===== config.mk =====
export PLATFORM = sky130hd
export DESIGN_NAME = stall_fwd_ctrl_flat
export DESIGN_NICKNAME = d
export VERILOG_FILES = /design/src/rtl/stall_fwd_ctrl_if.sv /design/src/rtl/stall_fwd_ctrl.sv /design/src/flat_wrapper.sv
export SDC_FILE = /design/constraint.sdc
export NUM_CORES = 1
export LEC_CHECK = 0
export BUFFER_PORTS_ARGS = -buffer_cell sky130_fd_sc_hd__buf_4
export CORE_MARGIN = 3
export CORE_UTILIZATION = 62
export DETAILED_ROUTE_END_ITERATION = 10
export HOLD_SLACK_MARGIN = 0.06
export PLACE_DENSITY = 0.95
export SYNTH_ARGS = -nofsm -noshare
export SYNTH_HDL_FRONTEND = slang
export SYNTH_SLANG_ARGS = --single-unit

===== constraint.sdc =====
create_clock -name clk -period 3.1 [get_ports clk]
set_clock_uncertainty 0.05 [all_clocks]
set_input_delay 0.155 -clock clk [delete_from_list [all_inputs] [get_ports clk]]
set_output_delay 0.155 -clock clk [all_outputs]
set_load 0.03 [all_outputs]

===== src/rtl/stall_fwd_ctrl_if.sv =====
// D-stage decode in, hazard decisions out, between the decoder/datapath and stall_fwd_ctrl.
// The master side drives the decoded D instruction; the slave side returns stall, forward selects and md_busy.
interface stall_fwd_ctrl_if;
  logic [4:0] D_rs;
  logic [4:0] D_rt;
  logic [2:0] D_rs_tuse;
  logic [2:0] D_rt_tuse;
  logic [4:0] D_waddr;
  logic [2:0] D_tnew;
  logic [1:0] D_md_op;

  logic       stall;
  logic [1:0] D_fwd_rs;
  logic [1:0] D_fwd_rt;
  logic [1:0] E_fwd_rs;
  logic [1:0] E_fwd_rt;
  logic       md_busy;

  modport master (
    output D_rs, D_rt, D_rs_tuse, D_rt_tuse, D_waddr, D_tnew, D_md_op,
    input  stall, D_fwd_rs, D_fwd_rt, E_fwd_rs, E_fwd_rt, md_busy
  );

  modport slave (
    input  D_rs, D_rt, D_rs_tuse, D_rt_tuse, D_waddr, D_tnew, D_md_op,
    output stall, D_fwd_rs, D_fwd_rt, E_fwd_rs, E_fwd_rt, md_busy
  );
endinterface


===== src/rtl/stall_fwd_ctrl.sv =====
// Stall/forward controller for the five-stage MIPS pipeline: shadow E/M/W destination tracking
// with Tnew countdown, Tuse-based stall decision, forward selection and the mult/div busy counter.
module stall_fwd_ctrl #(
  parameter int MULT_CYCLES = 5,
  parameter int DIV_CYCLES  = 10
) (
  input logic             clk,
  input logic             reset,
  stall_fwd_ctrl_if.slave bus
);

  localparam int CNT_MAX = (MULT_CYCLES > DIV_CYCLES) ? MULT_CYCLES : DIV_CYCLES;
  localparam int CW      = $clog2(CNT_MAX + 1);
  localparam logic [CW-1:0] MULT_LD = CW'(MULT_CYCLES);
  localparam logic [CW-1:0] DIV_LD  = CW'(DIV_CYCLES);

  typedef enum logic [1:0] {
    MD_NONE = 2'd0,
    MD_MULT = 2'd1,
    MD_DIV  = 2'd2,
    MD_HILO = 2'd3
  } md_op_e;

  typedef enum logic [1:0] {
    FWD_REG = 2'd0,
    FWD_E   = 2'd1,
    FWD_M   = 2'd2,
    FWD_W   = 2'd3
  } fwd_e;

  // E-stage shadow of the instruction that left D
  logic [4:0]    e_addr_q, e_addr_d;
  logic [2:0]    e_tnew_q, e_tnew_d;
  logic [4:0]    e_rs_q, e_rs_d;
  logic [4:0]    e_rt_q, e_rt_d;
  logic [2:0]    e_rs_tuse_q, e_rs_tuse_d;
  logic [2:0]    e_rt_tuse_q, e_rt_tuse_d;
  md_op_e        e_md_q, e_md_d;

  logic [4:0]    m_addr_q;
  logic [2:0]    m_tnew_q;
  logic [4:0]    w_addr_q;

  logic [CW-1:0] md_cnt_q, md_cnt_d;

  logic          md_busy;
  logic          data_stall;
  logic          md_stall;
  logic          stall;
  md_op_e        d_md_op;

  function automatic logic [2:0] dec_sat(input logic [2:0] x);
    return (x == 3'd0) ? 3'd0 : x - 3'd1;
  endfunction

  function automatic logic hazard(input logic [4:0] src, input logic [2:0] tuse,
                                  input logic [4:0] ea, input logic [2:0] et,
                                  input logic [4:0] ma, input logic [2:0] mt);
    logic hit;
    hit = 1'b0;
    if (src != 5'd0) begin
      if ((ea == src) && (et > tuse)) hit = 1'b1;
      if ((ma == src) && (mt > tuse)) hit = 1'b1;
    end
    return hit;
  endfunction

  // Youngest producer that already has its result wins
  function automatic fwd_e sel_d(input logic [4:0] src,
                                 input logic [4:0] ea, input logic [2:0] et,
                                 input logic [4:0] ma, input logic [2:0] mt,
                                 input logic [4:0] wa);
    fwd_e sel;
    sel = FWD_REG;
    if (src != 5'd0) begin
      if ((ea == src) && (et == 3'd0))      sel = FWD_E;
      else if ((ma == src) && (mt == 3'd0)) sel = FWD_M;
      else if (wa == src)                   sel = FWD_W;
    end
    return sel;
  endfunction

  function automatic fwd_e sel_e(input logic [4:0] src,
                                 input logic [4:0] ma, input logic [2:0] mt,
                                 input logic [4:0] wa);
    fwd_e sel;
    sel = FWD_REG;
    if (src != 5'd0) begin
      if ((ma == src) && (mt == 3'd0)) sel = FWD_M;
      else if (wa == src)              sel = FWD_W;
    end
    return sel;
  endfunction

  assign d_md_op = md_op_e'(bus.D_md_op);
  assign md_busy = (md_cnt_q != '0);

  always_comb begin
    data_stall = hazard(bus.D_rs, bus.D_rs_tuse, e_addr_q, e_tnew_q, m_addr_q, m_tnew_q)
               | hazard(bus.D_rt, bus.D_rt_tuse, e_addr_q, e_tnew_q, m_addr_q, m_tnew_q);
    md_stall   = (d_md_op != MD_NONE) && (md_busy || (e_md_q != MD_NONE));
    stall      = data_stall | md_stall;
  end

  always_comb begin
    bus.stall    = stall;
    bus.md_busy  = md_busy;
    bus.D_fwd_rs = sel_d(bus.D_rs, e_addr_q, e_tnew_q, m_addr_q, m_tnew_q, w_addr_q);
    bus.D_fwd_rt = sel_d(bus.D_rt, e_addr_q, e_tnew_q, m_addr_q, m_tnew_q, w_addr_q);
    bus.E_fwd_rs = sel_e(e_rs_q, m_addr_q, m_tnew_q, w_addr_q);
    bus.E_fwd_rt = sel_e(e_rt_q, m_addr_q, m_tnew_q, w_addr_q);
  end

  // A stalled D instruction leaves a bubble behind in E
  always_comb begin
    e_addr_d    = 5'd0;
    e_tnew_d    = 3'd0;
    e_rs_d      = 5'd0;
    e_rt_d      = 5'd0;
    e_rs_tuse_d = 3'd0;
    e_rt_tuse_d = 3'd0;
    e_md_d      = MD_NONE;
    if (!stall) begin
      e_addr_d    = bus.D_waddr;
      e_tnew_d    = bus.D_tnew;
      e_rs_d      = bus.D_rs;
      e_rt_d      = bus.D_rt;
      e_rs_tuse_d = bus.D_rs_tuse;
      e_rt_tuse_d = bus.D_rt_tuse;
      if ((d_md_op == MD_MULT) || (d_md_op == MD_DIV)) e_md_d = d_md_op;
    end
  end

  always_comb begin
    md_cnt_d = md_cnt_q;
    if (e_md_q == MD_MULT)      md_cnt_d = MULT_LD;
    else if (e_md_q == MD_DIV)  md_cnt_d = DIV_LD;
    else if (md_cnt_q != '0)    md_cnt_d = md_cnt_q - CW'(1);
  end

  always_ff @(posedge clk or negedge reset) begin
    if (!reset) begin
      e_addr_q    <= 5'd0;
      e_tnew_q    <= 3'd0;
      e_rs_q      <= 5'd0;
      e_rt_q      <= 5'd0;
      e_rs_tuse_q <= 3'd0;
      e_rt_tuse_q <= 3'd0;
      e_md_q      <= MD_NONE;
      m_addr_q    <= 5'd0;
      m_tnew_q    <= 3'd0;
      w_addr_q    <= 5'd0;
      md_cnt_q    <= '0;
    end else begin
      e_addr_q    <= e_addr_d;
      e_tnew_q    <= e_tnew_d;
      e_rs_q      <= e_rs_d;
      e_rt_q      <= e_rt_d;
      e_rs_tuse_q <= e_rs_tuse_d;
      e_rt_tuse_q <= e_rt_tuse_d;
      e_md_q      <= e_md_d;
      m_addr_q    <= e_addr_q;
      m_tnew_q    <= dec_sat(e_tnew_q);
      w_addr_q    <= m_addr_q;
      md_cnt_q    <= md_cnt_d;
    end
  end

  // Operand Tuse of the E instruction is carried for debug visibility of the shadow pipe
  logic unused_tuse;
  assign unused_tuse = ^{e_rs_tuse_q, e_rt_tuse_q};

endmodule


===== src/flat_wrapper.sv =====
// flat-port wrapper written by rule: the top's interface ports become plain ports
module stall_fwd_ctrl_flat 
#(
  parameter int MULT_CYCLES = 5,
  parameter int DIV_CYCLES  = 10
)
  (clk, reset, bus_D_rs, bus_D_rt, bus_D_rs_tuse, bus_D_rt_tuse, bus_D_waddr, bus_D_tnew, bus_D_md_op, bus_stall, bus_D_fwd_rs, bus_D_fwd_rt, bus_E_fwd_rs, bus_E_fwd_rt, bus_md_busy);
  stall_fwd_ctrl_if bus_i ();
  input logic clk;
  input logic reset;
  input wire logic [$bits(bus_i.D_rs)-1:0] bus_D_rs;
  input wire logic [$bits(bus_i.D_rt)-1:0] bus_D_rt;
  input wire logic [$bits(bus_i.D_rs_tuse)-1:0] bus_D_rs_tuse;
  input wire logic [$bits(bus_i.D_rt_tuse)-1:0] bus_D_rt_tuse;
  input wire logic [$bits(bus_i.D_waddr)-1:0] bus_D_waddr;
  input wire logic [$bits(bus_i.D_tnew)-1:0] bus_D_tnew;
  input wire logic [$bits(bus_i.D_md_op)-1:0] bus_D_md_op;
  output wire logic [$bits(bus_i.stall)-1:0] bus_stall;
  output wire logic [$bits(bus_i.D_fwd_rs)-1:0] bus_D_fwd_rs;
  output wire logic [$bits(bus_i.D_fwd_rt)-1:0] bus_D_fwd_rt;
  output wire logic [$bits(bus_i.E_fwd_rs)-1:0] bus_E_fwd_rs;
  output wire logic [$bits(bus_i.E_fwd_rt)-1:0] bus_E_fwd_rt;
  output wire logic [$bits(bus_i.md_busy)-1:0] bus_md_busy;
  assign bus_i.D_rs = bus_D_rs;
  assign bus_i.D_rt = bus_D_rt;
  assign bus_i.D_rs_tuse = bus_D_rs_tuse;
  assign bus_i.D_rt_tuse = bus_D_rt_tuse;
  assign bus_i.D_waddr = bus_D_waddr;
  assign bus_i.D_tnew = bus_D_tnew;
  assign bus_i.D_md_op = bus_D_md_op;
  assign bus_stall = bus_i.stall;
  assign bus_D_fwd_rs = bus_i.D_fwd_rs;
  assign bus_D_fwd_rt = bus_i.D_fwd_rt;
  assign bus_E_fwd_rs = bus_i.E_fwd_rs;
  assign bus_E_fwd_rt = bus_i.E_fwd_rt;
  assign bus_md_busy = bus_i.md_busy;
  stall_fwd_ctrl #(.MULT_CYCLES(MULT_CYCLES), .DIV_CYCLES(DIV_CYCLES)) u_core (.clk(clk), .reset(reset), .bus(bus_i));
endmodule

==> metrics <==
Netlist cell types=37; TritonCTS clock tree=done; Fin Setup TNS=0 ps; Final Cycle Share=84.10%; Cell Chain, Critical Path=ha_1 > nor2b_1 > o21ai_0 > a211oi_2 > a22o_4 > or3_1 > buf_4; power per cell area=600.0 nW/um2; mux cell area share after synthesis=0%; H-tree Lvls=2; worst min-delay path category=input pin to register; Arr. time, crit path=2400 ps; area grow syn2layout=16.89%; Period minus WS final=2607 ps; worst IR drop on VDD=0.0004810 V; number of port buffers=37; CP max FO=21; CP peak stage delay=420 ps; Max Cap Viol=0; FMAX=383.6 MHz; clk_lat worst skew=290 ps; via density per instance=5.850; XOR/XNOR Fraction of Synth Area=18.08%; Die W=69.74 um; slowest cell on the critical path=dfrtp_1; diode count=0; Max-slew headroom=51.81%; vias in the first global route=2048; RSZ-0062 raised after global routing=no; CTS Root Cell=clkbuf_8; critical path data required time=2890 ps; endpoints failing setup=0; Final ANT Viol Nets=0; leakage=0.001385 uW; Initial Util=66.30%; die footprint=4863 um2; top post-synthesis cells by area=dfrtp_1 37%, nor4b_2 10%, xor2_1 9.7%, ha_1 9.4%, xnor2_1 8.3%; Hold Path Depth=3; DR pass1 iterations=4; via count=1913; Setup Fix Bufs, Post-CTS=0; Post-Synthesis Cells=239; global-route wire length before repair=9.798 mm; nets=325; Compound-Gate Fraction of Synth Area=7.004%; fin cells=327; ys async rst share=100.0%; Overflow after GRT=0; Synthesized Nets=286; antenna violations before repair=0; hold buffer count at CTS=1; placed cell count=318; DR iter-0 viols=150; DP Wirelength=4.437 mm; Post-synth EDFFs=0; flops & latches, synth=37; row cnt=22; Synth top area share=36.76%; Commonest cells post-synth=37 x dfrtp_1, 28 x xor2_1, 24 x xnor2_1; main combinational cell family by area after synthesis=simple AND/OR/NAND/NOR gates; Least-Margin Pin Slew=720.5 ps; Setup CP Type=register to primary output; cell with the most instances after synthesis=dfrtp_1; run status=finished clean; Core Region=3799 um2; sequential element share of the synthesized area=36.76%; layout cells sized above 1=27.24%; Mean Syn Cell Area=10.54 um2; main flop type after synthesis=dfrtp_1; clk slew on worst S/H paths=70 ps; mapped cell area=2519 um2; total CTS buffers=5; post-synthesis simple-gate area fraction=23.94%; crit path capture type=primary output; Power Total=1767 uW; height of the chip=69.74 um; CP Launch Type=register; Routed Wire Length=5.752 mm; I/O pin count=38; Post-Synth Adder-Cell Area=9.439%; Clock Tree Buf Depth=2; largest net degree at the start of global routing=38; drt drc=0; post-synth top area cell=dfrtp_1; Wirelength per Cell=17.59 um; GRT Total Usage=25.41%; max-slew violations=0; Placer Congestion=0.8820; final core utilization=77.50%; synthesis warning total=0; FF-to-FF path depth=6; Post-CTS Resized=0; CTS Sinks=37; Hold Vio Cnt, Final=0
## critical path, delay by kind of cell, from the launching register on
| kind | cells | cell delay, ps |
|---|---|---|
| buf+inv | 1 | 180 |
| compound gates | 3 | 700 |
| fa+ha+maj | 1 | 300 |
| simple gates | 2 | 510 |
| flops | 1 | 420 |
## where the power goes
| part | internal, uW | switching [uW] |
|---|---|---|
| clock | 156 | 164 |
| sequential | 576 | 119 |
| combinational | 346 | 407 |
| total | 1080 | 689 |
## cell type report
class / instances / area, um2
fillers: 251 / 854.6
clock buffers: 6 / 72.57
flip-flops and latches: 37 / 925.9
repair buffers: 41 / 310.3
inverters: 18 / 67.56
clock inverters: 2 / 10.01
well taps: 48 / 60.06
multi-input cells: 175 / 1498
## registers in the layout, indices dropped and copies added (netlist names)
register and flops:
u_core.e_rs_q 5, u_core.e_md_q 2, u_core.e_rt_q 5, u_core.e_addr_q 5
u_core.m_tnew_q 3, u_core.m_addr_q 5, u_core.e_tnew_q 3, u_core.md_cnt_q 4
u_core.w_addr_q 5
## routing by layer
| metal | global-route usage (%) | up-vias | wire, um |
|---|---|---|---|
| met5 | 0 | - | 0 |
| met4 | 8.936 | 0 | 106 |
| met3 | 4.783 | 9 | 351 |
| met2 | 43.01 | 68 | 2890 |
| met1 | 32.53 | 932 | 2404 |
| li1 | - | 904 | - |
## stage by stage
step / hold WS, ps / setup slack, ps / instance area, um2
2_1_floorplan: -190.6 / 1092 / 2519
3_3_place_gp: 77.82 / 893.1 / 2851
3_5_place_dp: 87.52 / 816.9 / 2851
4_1_cts: 73.59 / 494.4 / 2944
5_1_grt: 92.00 / 402.0 / 2944
6_report: 80.79 / 493.0 / 2944
## worst paths after layout
kind | from | to | slack (ps)
max | u_core.e_tnew_q[1] | bus_stall | 490
min reg2reg | u_core.e_addr_q[1] | u_core.m_addr_q[1] | 410
min | bus_D_md_op[0] | u_core.e_md_q[0] | 80
min in group asynchronous | reset | u_core.e_tnew_q[2] | 300
max in group asynchronous | reset | u_core.e_rt_q[4] | 2390
max reg2reg | u_core.e_tnew_q[1] | u_core.e_rt_q[2] | 1070
## logic make-up after synthesis
family | count (synthesis)
compound gates | 26
xor+xnor | 52
fa+ha+maj | 19
buf+inv | 27
flops | 37
simple gates | 78
## layout by cell type (no fill, tap or decap), types with 2 or more instances in the layout
cell       n
a21oi_1   10
and3_1     3
buf_4     40
clkbuf_8   5
clkinv_2   2
dfrtp_1   37
ha_1      19
inv_1     18
nand2_1    4
nand2b_1   2
nand3_1   10
nor2_1    13
nor2b_1    3
nor3_1    11
nor3b_1    2
nor4_1     2
nor4_2     3
nor4b_2   17
o21ai_0    6
or3_1      2
or4_1      3
xnor2_1   24
xor2_1    28
No activity file was read; power rests on OpenSTA's default activity.
